File: src/rtl/clk_div_pkg.sv
// Shared state encoding, default sizes and a width helper for the slow-clock divider controller.
// Latency: none (declarations only).
// Backpressure: none.
package clk_div_pkg;

   typedef enum logic [1:0] {
      IDLE = 2'd0,
      WAIT = 2'd1,
      ACK  = 2'd2
   } state_e;

   localparam int DEF_CNT_W = 28;
   localparam int DEF_DIV   = 30000;

   // Number of bits needed to index 'value' items (minimum 0).
   function automatic int clog2(input int value);
      int r;
      r = 0;
      while ((1 << r) < value) begin
         r = r + 1;
      end
      return r;
   endfunction

endpackage

File: src/rtl/clk_div_ctrl_rr_arbiter.sv
// Round-robin arbiter: picks the first asserted request at or after ptr_i, wrapping.
// Latency: combinational, zero cycles.
// Backpressure: none; the caller decides when a grant is consumed and advances ptr_i.
module rr_arbiter
   import clk_div_pkg::*;
#(
   parameter  int NUM_REQ = 4,
   localparam int IW      = clog2(NUM_REQ)
)(
   input  logic [NUM_REQ-1:0] req_i,
   input  logic [IW-1:0]      ptr_i,
   output logic               gnt_vld_o,
   output logic [NUM_REQ-1:0] gnt_o,
   output logic [IW-1:0]      gnt_idx_o
);

   // One extra bit so ptr + offset cannot overflow before the wrap subtraction.
   localparam int KW = IW + 1;

   logic [KW-1:0] k;

   // Scan from the farthest offset to the nearest so the nearest hit overwrites the rest.
   always_comb begin
      gnt_vld_o = 1'b0;
      gnt_o     = '0;
      gnt_idx_o = '0;
      k         = '0;
      for (int off = NUM_REQ - 1; off >= 0; off--) begin
         k = {1'b0, ptr_i} + KW'(off);
         if (k >= KW'(NUM_REQ)) begin
            k = k - KW'(NUM_REQ);
         end
         if (req_i[k[IW-1:0]]) begin
            gnt_vld_o         = 1'b1;
            gnt_o             = '0;
            gnt_o[k[IW-1:0]]  = 1'b1;
            gnt_idx_o         = k[IW-1:0];
         end
      end
   end

endmodule

File: src/rtl/clk_div_ctrl.sv
// Shared slow-clock divider; requesters reprogram the half-period, applied only at a full-period boundary.
// Latency: grant 1 cycle, load at next falling edge of slow_clk (<= 2*cur_div), ack 1 cycle after load.
// Backpressure: requesters hold req_valid/req_div until req_ack; CLKDIV_HALT_EN makes div 0 halt the divider.
module clk_div_ctrl
   import clk_div_pkg::*;
#(
   parameter  int NUM_REQ     = 4,
   parameter  int CNT_W       = DEF_CNT_W,
   parameter  int DEFAULT_DIV = DEF_DIV,
   localparam int IW          = clog2(NUM_REQ)
)(
   input  logic                     clk100Mhz,
   input  logic                     rst_n,
   input  logic [NUM_REQ-1:0]       req_valid,
   input  logic [NUM_REQ*CNT_W-1:0] req_div,
   output logic [NUM_REQ-1:0]       req_ack,
   output logic [IW-1:0]            owner,
   output logic                     busy,
   output logic [CNT_W-1:0]         cur_div,
   output logic                     slow_clk,
   output logic                     slow_tick
);

   state_e             state_q;
   logic [IW-1:0]      grant_q;
   logic [NUM_REQ-1:0] grant_oh_q;
   logic [CNT_W-1:0]   pend_div_q;
   logic [CNT_W-1:0]   pend_div_d;
   logic [IW-1:0]      rr_q;
   logic [IW-1:0]      owner_q;
   logic               busy_q;
   logic [NUM_REQ-1:0] ack_q;

   logic [CNT_W-1:0]   cnt_q;
   logic [CNT_W-1:0]   cur_div_q;
   logic               slow_clk_q;
   logic               slow_tick_q;

   logic [NUM_REQ-1:0] req_eff_w;
   logic               gnt_vld_w;
   logic [NUM_REQ-1:0] gnt_w;
   logic [IW-1:0]      gnt_idx_w;
   logic               halted_w;
   logic               fpb_w;
   logic               load_w;
   logic [CNT_W-1:0]   div_arr [NUM_REQ];

   for (genvar g = 0; g < NUM_REQ; g++) begin : g_div
      assign div_arr[g] = req_div[g*CNT_W +: CNT_W];
   end

   // A requester being acked this cycle is ignored so its still-high valid is not re-granted.
   assign req_eff_w = req_valid & ~ack_q;

   rr_arbiter #(
      .NUM_REQ (NUM_REQ)
   ) u_arb (
      .req_i     (req_eff_w),
      .ptr_i     (rr_q),
      .gnt_vld_o (gnt_vld_w),
      .gnt_o     (gnt_w),
      .gnt_idx_o (gnt_idx_w)
   );

   // Ratio of the current grant candidate; zero is either a halt request or clamped to 1.
   always_comb begin
      pend_div_d = div_arr[gnt_idx_w];
`ifndef CLKDIV_HALT_EN
      if (pend_div_d == '0) begin
         pend_div_d = CNT_W'(1);
      end
`endif
   end

`ifdef CLKDIV_HALT_EN
   assign halted_w = (cur_div_q == '0);
`else
   assign halted_w = 1'b0;
`endif

   // Full-period boundary: the falling toggle, or any cycle while halted.
   assign fpb_w  = halted_w | (slow_clk_q & (cnt_q == cur_div_q));
   assign load_w = (state_q == WAIT) & req_valid[grant_q] & fpb_w;

   // Grant / wait-for-boundary / acknowledge sequencing with registered outputs.
   always_ff @(posedge clk100Mhz or negedge rst_n) begin
      if (!rst_n) begin
         state_q    <= IDLE;
         grant_q    <= '0;
         grant_oh_q <= '0;
         pend_div_q <= '0;
         rr_q       <= '0;
         owner_q    <= '0;
         busy_q     <= 1'b0;
         ack_q      <= '0;
      end else begin
         ack_q <= '0;
         case (state_q)
            IDLE: begin
               if (gnt_vld_w) begin
                  grant_q    <= gnt_idx_w;
                  grant_oh_q <= gnt_w;
                  owner_q    <= gnt_idx_w;
                  pend_div_q <= pend_div_d;
                  busy_q     <= 1'b1;
                  state_q    <= (pend_div_d == cur_div_q) ? ACK : WAIT;
               end
            end
            WAIT: begin
               if (!req_valid[grant_q]) begin
                  state_q <= IDLE;
                  busy_q  <= 1'b0;
               end else if (fpb_w) begin
                  state_q <= ACK;
               end
            end
            ACK: begin
               ack_q   <= grant_oh_q;
               rr_q    <= (grant_q == IW'(NUM_REQ - 1)) ? '0 : grant_q + IW'(1);
               state_q <= IDLE;
               busy_q  <= 1'b0;
            end
            default: begin
               state_q <= IDLE;
               busy_q  <= 1'b0;
            end
         endcase
      end
   end

   // Divider counter; a load restarts the low phase exactly where a normal falling toggle would.
   always_ff @(posedge clk100Mhz or negedge rst_n) begin
      if (!rst_n) begin
         cnt_q       <= CNT_W'(1);
         cur_div_q   <= CNT_W'(DEFAULT_DIV);
         slow_clk_q  <= 1'b0;
         slow_tick_q <= 1'b0;
      end else begin
         slow_tick_q <= 1'b0;
         if (load_w) begin
            cur_div_q   <= pend_div_q;
            cnt_q       <= CNT_W'(1);
            slow_clk_q  <= 1'b0;
            slow_tick_q <= slow_clk_q;
         end else if (halted_w) begin
            cnt_q      <= CNT_W'(1);
            slow_clk_q <= 1'b0;
         end else if (cnt_q == cur_div_q) begin
            cnt_q       <= CNT_W'(1);
            slow_clk_q  <= ~slow_clk_q;
            slow_tick_q <= 1'b1;
         end else begin
            cnt_q <= cnt_q + CNT_W'(1);
         end
      end
   end

   assign req_ack   = ack_q;
   assign owner     = owner_q;
   assign busy      = busy_q;
   assign cur_div   = cur_div_q;
   assign slow_clk  = slow_clk_q;
   assign slow_tick = slow_tick_q;

endmodule

File: config.mk
export PLATFORM = sky130hd
export DESIGN_NAME = clk_div_ctrl
export DESIGN_NICKNAME = d
export VERILOG_FILES = /design/src/rtl/clk_div_pkg.sv /design/src/rtl/clk_div_ctrl_rr_arbiter.sv /design/src/rtl/clk_div_ctrl.sv
export SDC_FILE = /design/constraint.sdc
export NUM_CORES = 1
export LEC_CHECK = 0
export BUFFER_PORTS_ARGS = -buffer_cell sky130_fd_sc_hd__buf_2
export CORE_ASPECT_RATIO = 1.25
export CORE_MARGIN = 5
export CORE_UTILIZATION = 25
export DETAILED_ROUTE_END_ITERATION = 6
export GPL_TIMING_DRIVEN = 0
export PLACE_DENSITY = 0.46
export SYNTH_ARGS = -nofsm -noshare
export SYNTH_HDL_FRONTEND = slang
export SYNTH_HIERARCHICAL = 1
export SYNTH_SLANG_ARGS = --single-unit
File: constraint.sdc
create_clock -name clk100Mhz -period 3.9 [get_ports clk100Mhz]
set_clock_uncertainty 0.1 [all_clocks]
set_input_delay 0.195 -clock clk100Mhz [delete_from_list [all_inputs] [get_ports clk100Mhz]]
set_output_delay 0.195 -clock clk100Mhz [all_outputs]
set_load 0.02 [all_outputs]
==> metrics.yaml <==
outcome:
  run_status: "completed"
route:
  drt_wl_total_um: 19800
  via_per_inst: 4.57
  drt.antenna.violating_nets: 0
  routed_via_count: 4660
  detailed_route_iter0_violations: 255
  dr.pass1.iters: 4
  route.detailed.drc: 0
  avgRoutedWirePerCell_um: 19.4
sta:
  setup-violations-final: 0
  rsz0062_at_grt: "true"
  timing.final.crit_share_pct: 94.9
  max-slew-margin-rel_pct: 46.9
  finalWorstPathRequiredPeriod_ps: 3700
  slew_viol_final: 0
  achievable_freq_ghz: 0.270
  hold_violations: 0
  finalHoldWorstSlack_ps: 265
  max_slew.worst_pin.slew_ps: 790
cells_and_area:
  multi_input_comb_area_sq_um: 3490
  design.final.nets: 812
  number_of_fill_cells_in_the_layout: 2511
  layout.cell_area.non_filler_sq_um: 7890
  drive_gt1_share_pct: 47.0
  antenna-diode-count: 0
  flow.area_growth_from_synthesis_pct: 27.7
  regArea_sq_um: 2540
min_path:
  class_of_the_tightest_hold_or_removal_check: "input pin to flop"
clock_tree:
  cts-root-buf: "sky130_fd_sc_hd__clkbuf_16"
  cts_buf_count: 9
  cts.clk_slew.worst_paths_ps: 70
  clkLatencyLatePin_ps: 350
  htree_levels: 3
  clk_path_buf_depth: 2
  cts_tree: "yes"
  tritoncts_num_sinks: 101
floorplan:
  ios: 155
  die-width_um: 151
  std_cell_rows: 64
  start_util_pct: 25.3
  placeableCoreArea_sq_um: 24400
  die_y_um: 186
  fp.dieArea_sq_um: 28000
grt:
  grt_start_max_net_pins: 60
  grt_first_pass_wirelength_um: 29800
  antenna_found_initial: 2
  first_global_vias: 4941
  grt_overflow_total: 0
  gr-usage-all-layers_pct: 14.2
critical_path:
  r2r_setup_slack_ps: 200
  worstPathArrival_ps: 3890
  critical_path.endpoint_type: "flop"
  endpoint: "state_q[0]"
  startpoint_types: "flop"
  crit_start: "rr_q[0]"
  setup.worst_path.class: "flop to flop"
  worst-path-max-fanout: 11
  launch_point_of_the_worst_reg_to_reg_path: "rr_q[0]"
  rr_endpoint: "state_q[0]"
  reg2reg_depth: 16
  cp_data_required_time_ps: 4080
logic_synthesis:
  synthDominantCellAreaShare_pct: 37.7
  ys.flop_type: "sky130_fd_sc_hd__dfrtp_1"
  mappedNetlistArea_sq_um: 6180
  ys_types: 51
  synth_edf_count: 0
  synth.yosys.warnings: 6
  async_flop_share_pct: 100
  biggest_area_consumer_among_synthesized_cells: "sky130_fd_sc_hd__dfrtp_1"
  post-synth-top-count-cell: "sky130_fd_sc_hd__dfrtp_1"
  postSynthRegisterBits: 101
  postSynthAreaPerCell_sq_um: 12.1
  netlist_top_cells_count: "93 x sky130_fd_sc_hd__dfrtp_1, 64 x sky130_fd_sc_hd__xnor2_1, 59 x sky130_fd_sc_hd__mux2_2"
  synth_top_cells_by_area: "sky130_fd_sc_hd__dfrtp_1 38%, sky130_fd_sc_hd__mux2_2 11%, sky130_fd_sc_hd__xnor2_1 9.1%"
  synthesized_netlist_cell_count: 509
  synth_nets: 637
  yosysSeqAreaShare_pct: 41.1
power:
  worst_ir_drop_vdd_v: 0.000202
  static-leakage-power_nw: 3.42
  power.density_nw_per_um2: 380
placed_design:
  hpwlAfterDp_um: 15300
  routabilityCongestion: 0.807
  placed_area_sq_um: 7390
  port_buffers: 154
job:
  max-cap-violations: 0
## kinds of logic (layout without fill, tap and decap cells)
kind of cell               after synthesis  in the layout  synth area share [%]
muxes                                  103            103                  25.3
xor gates and xnor gates                83             83                  11.9
DFF                                    101            101                  41.1
and+or+nand+nor                        148            148                  12.3
AOI/OAI and AO/OA                       29             29                  4.23
buffers and inverters                   35            215                  3.14
adders and majority gates               10             10                  2.02
## flip-flops by register name (all words and copies together), names as in the netlist
register    count
busy            1
cnt_q          28
cur_div        28
grant_oh_q      4
owner           2
pend_div_q     28
req_ack         4
rr_q            2
slow_clk        1
slow_tick       1
state_q         2
## final cells by class
class / count / share of cell area (%)
buffer: 22 / 2.44
clock buffer: 10 / 3.03
clock inverter: 6 / 0.904
inverter: 13 / 0.713
multi-input combinational: 373 / 44.2
sequential: 101 / 32.2
tap: 330 / 5.23
timing repair buffer: 164 / 11.3
## layout by cell type (no fill, tap or decap), types with 4 or more instances in the layout
cell	instances
sky130_fd_sc_hd__a21oi_1	5
sky130_fd_sc_hd__a31oi_1	5
sky130_fd_sc_hd__a41oi_2	4
sky130_fd_sc_hd__and2_1	5
sky130_fd_sc_hd__and3_1	5
sky130_fd_sc_hd__buf_2	155
sky130_fd_sc_hd__buf_4	12
sky130_fd_sc_hd__buf_6	6
sky130_fd_sc_hd__clkbuf_1	6
sky130_fd_sc_hd__clkbuf_16	10
sky130_fd_sc_hd__clkinvlp_4	4
sky130_fd_sc_hd__dfrtp_1	91
sky130_fd_sc_hd__dfstp_2	8
sky130_fd_sc_hd__ha_1	9
sky130_fd_sc_hd__inv_1	11
sky130_fd_sc_hd__mux2_1	8
sky130_fd_sc_hd__mux2_2	59
sky130_fd_sc_hd__mux4_2	28
sky130_fd_sc_hd__nand2_1	15
sky130_fd_sc_hd__nand3_1	19
sky130_fd_sc_hd__nand4_1	19
sky130_fd_sc_hd__nor2_1	48
sky130_fd_sc_hd__nor2b_1	6
sky130_fd_sc_hd__nor3_1	4
sky130_fd_sc_hd__nor4_1	8
sky130_fd_sc_hd__o211ai_1	4
sky130_fd_sc_hd__xnor2_1	61
sky130_fd_sc_hd__xor2_1	18
## layer usage
metal  vias to the layer above  track usage [%]  share of wire (%)
li1                       2193                -                  -
met1                      2308             19.1                 45
met2                       146             23.8                 48
met3                        13             2.14                5.6
met4                         0             3.74                1.4
met5                         -                0                  0
## worst min path at each step
stage                            start             end  slack [ps]  cells after the start
after global placement      state_q[1]            busy         360                      1
after floorplan                  rst_n            busy        -200                      0
final                      req_div[79]  pend_div_q[23]         270                      3
after detailed placement         rst_n  pend_div_q[27]         140                      1
after global routing      req_div[107]  pend_div_q[23]         270                      3
after CTS                 req_div[108]  pend_div_q[24]         260                      3
## per-stage QoR
step	util, %	total power, mW	setup WS [ps]	TNS [ps]	cells
after global routing	32.3	3.16	-3.29	-5.77	1019
after floorplan	-	1.82	63.1	0	509
after detailed placement	30.3	2.07	-897	-3810	994
final	32.3	3.00	198	0	1019
after global placement	30.1	2.05	-901	-3740	993
after CTS	31.9	3.02	1.40	0	1017
## power breakdown
group	internal [mW]	switching, mW	leakage (nW)
sequential	1.24	0.0901	1.28
clock	0.520	0.414	0.145
combinational	0.400	0.337	1.99
total	2.16	0.840	3.42
## worst max-delay path: stages (launching register included)
cell                         delay [ps]
sky130_fd_sc_hd__dfrtp_2            390
sky130_fd_sc_hd__buf_8              160
sky130_fd_sc_hd__clkinvlp_4         130
sky130_fd_sc_hd__ha_4               310
sky130_fd_sc_hd__nor2_1              50
sky130_fd_sc_hd__o221ai_1           140
sky130_fd_sc_hd__o21ai_1            110
sky130_fd_sc_hd__a211oi_2           150
sky130_fd_sc_hd__buf_4              170
sky130_fd_sc_hd__buf_12             160
sky130_fd_sc_hd__clkbuf_16          180
sky130_fd_sc_hd__mux4_2             550
sky130_fd_sc_hd__nor4_2             270
sky130_fd_sc_hd__nand4_1            170
sky130_fd_sc_hd__o21bai_2           240
sky130_fd_sc_hd__xor2_2             200
sky130_fd_sc_hd__o21ba_1            160
## what timing repair did
| item | CTS | global route |
|---|---|---|
| pin swaps | 3 | 3 |
| hold buffers | 1 | 0 |
| hold endpoints to repair | 38 | 0 |
| gates resized for setup | 27 | 17 |
| gates cloned | 0 | 1 |
| setup buffers | 6 | 1 |
| endpoints found under the setup margin | 14 | 3 |
Note: power is estimated with default switching activity, not from simulation.
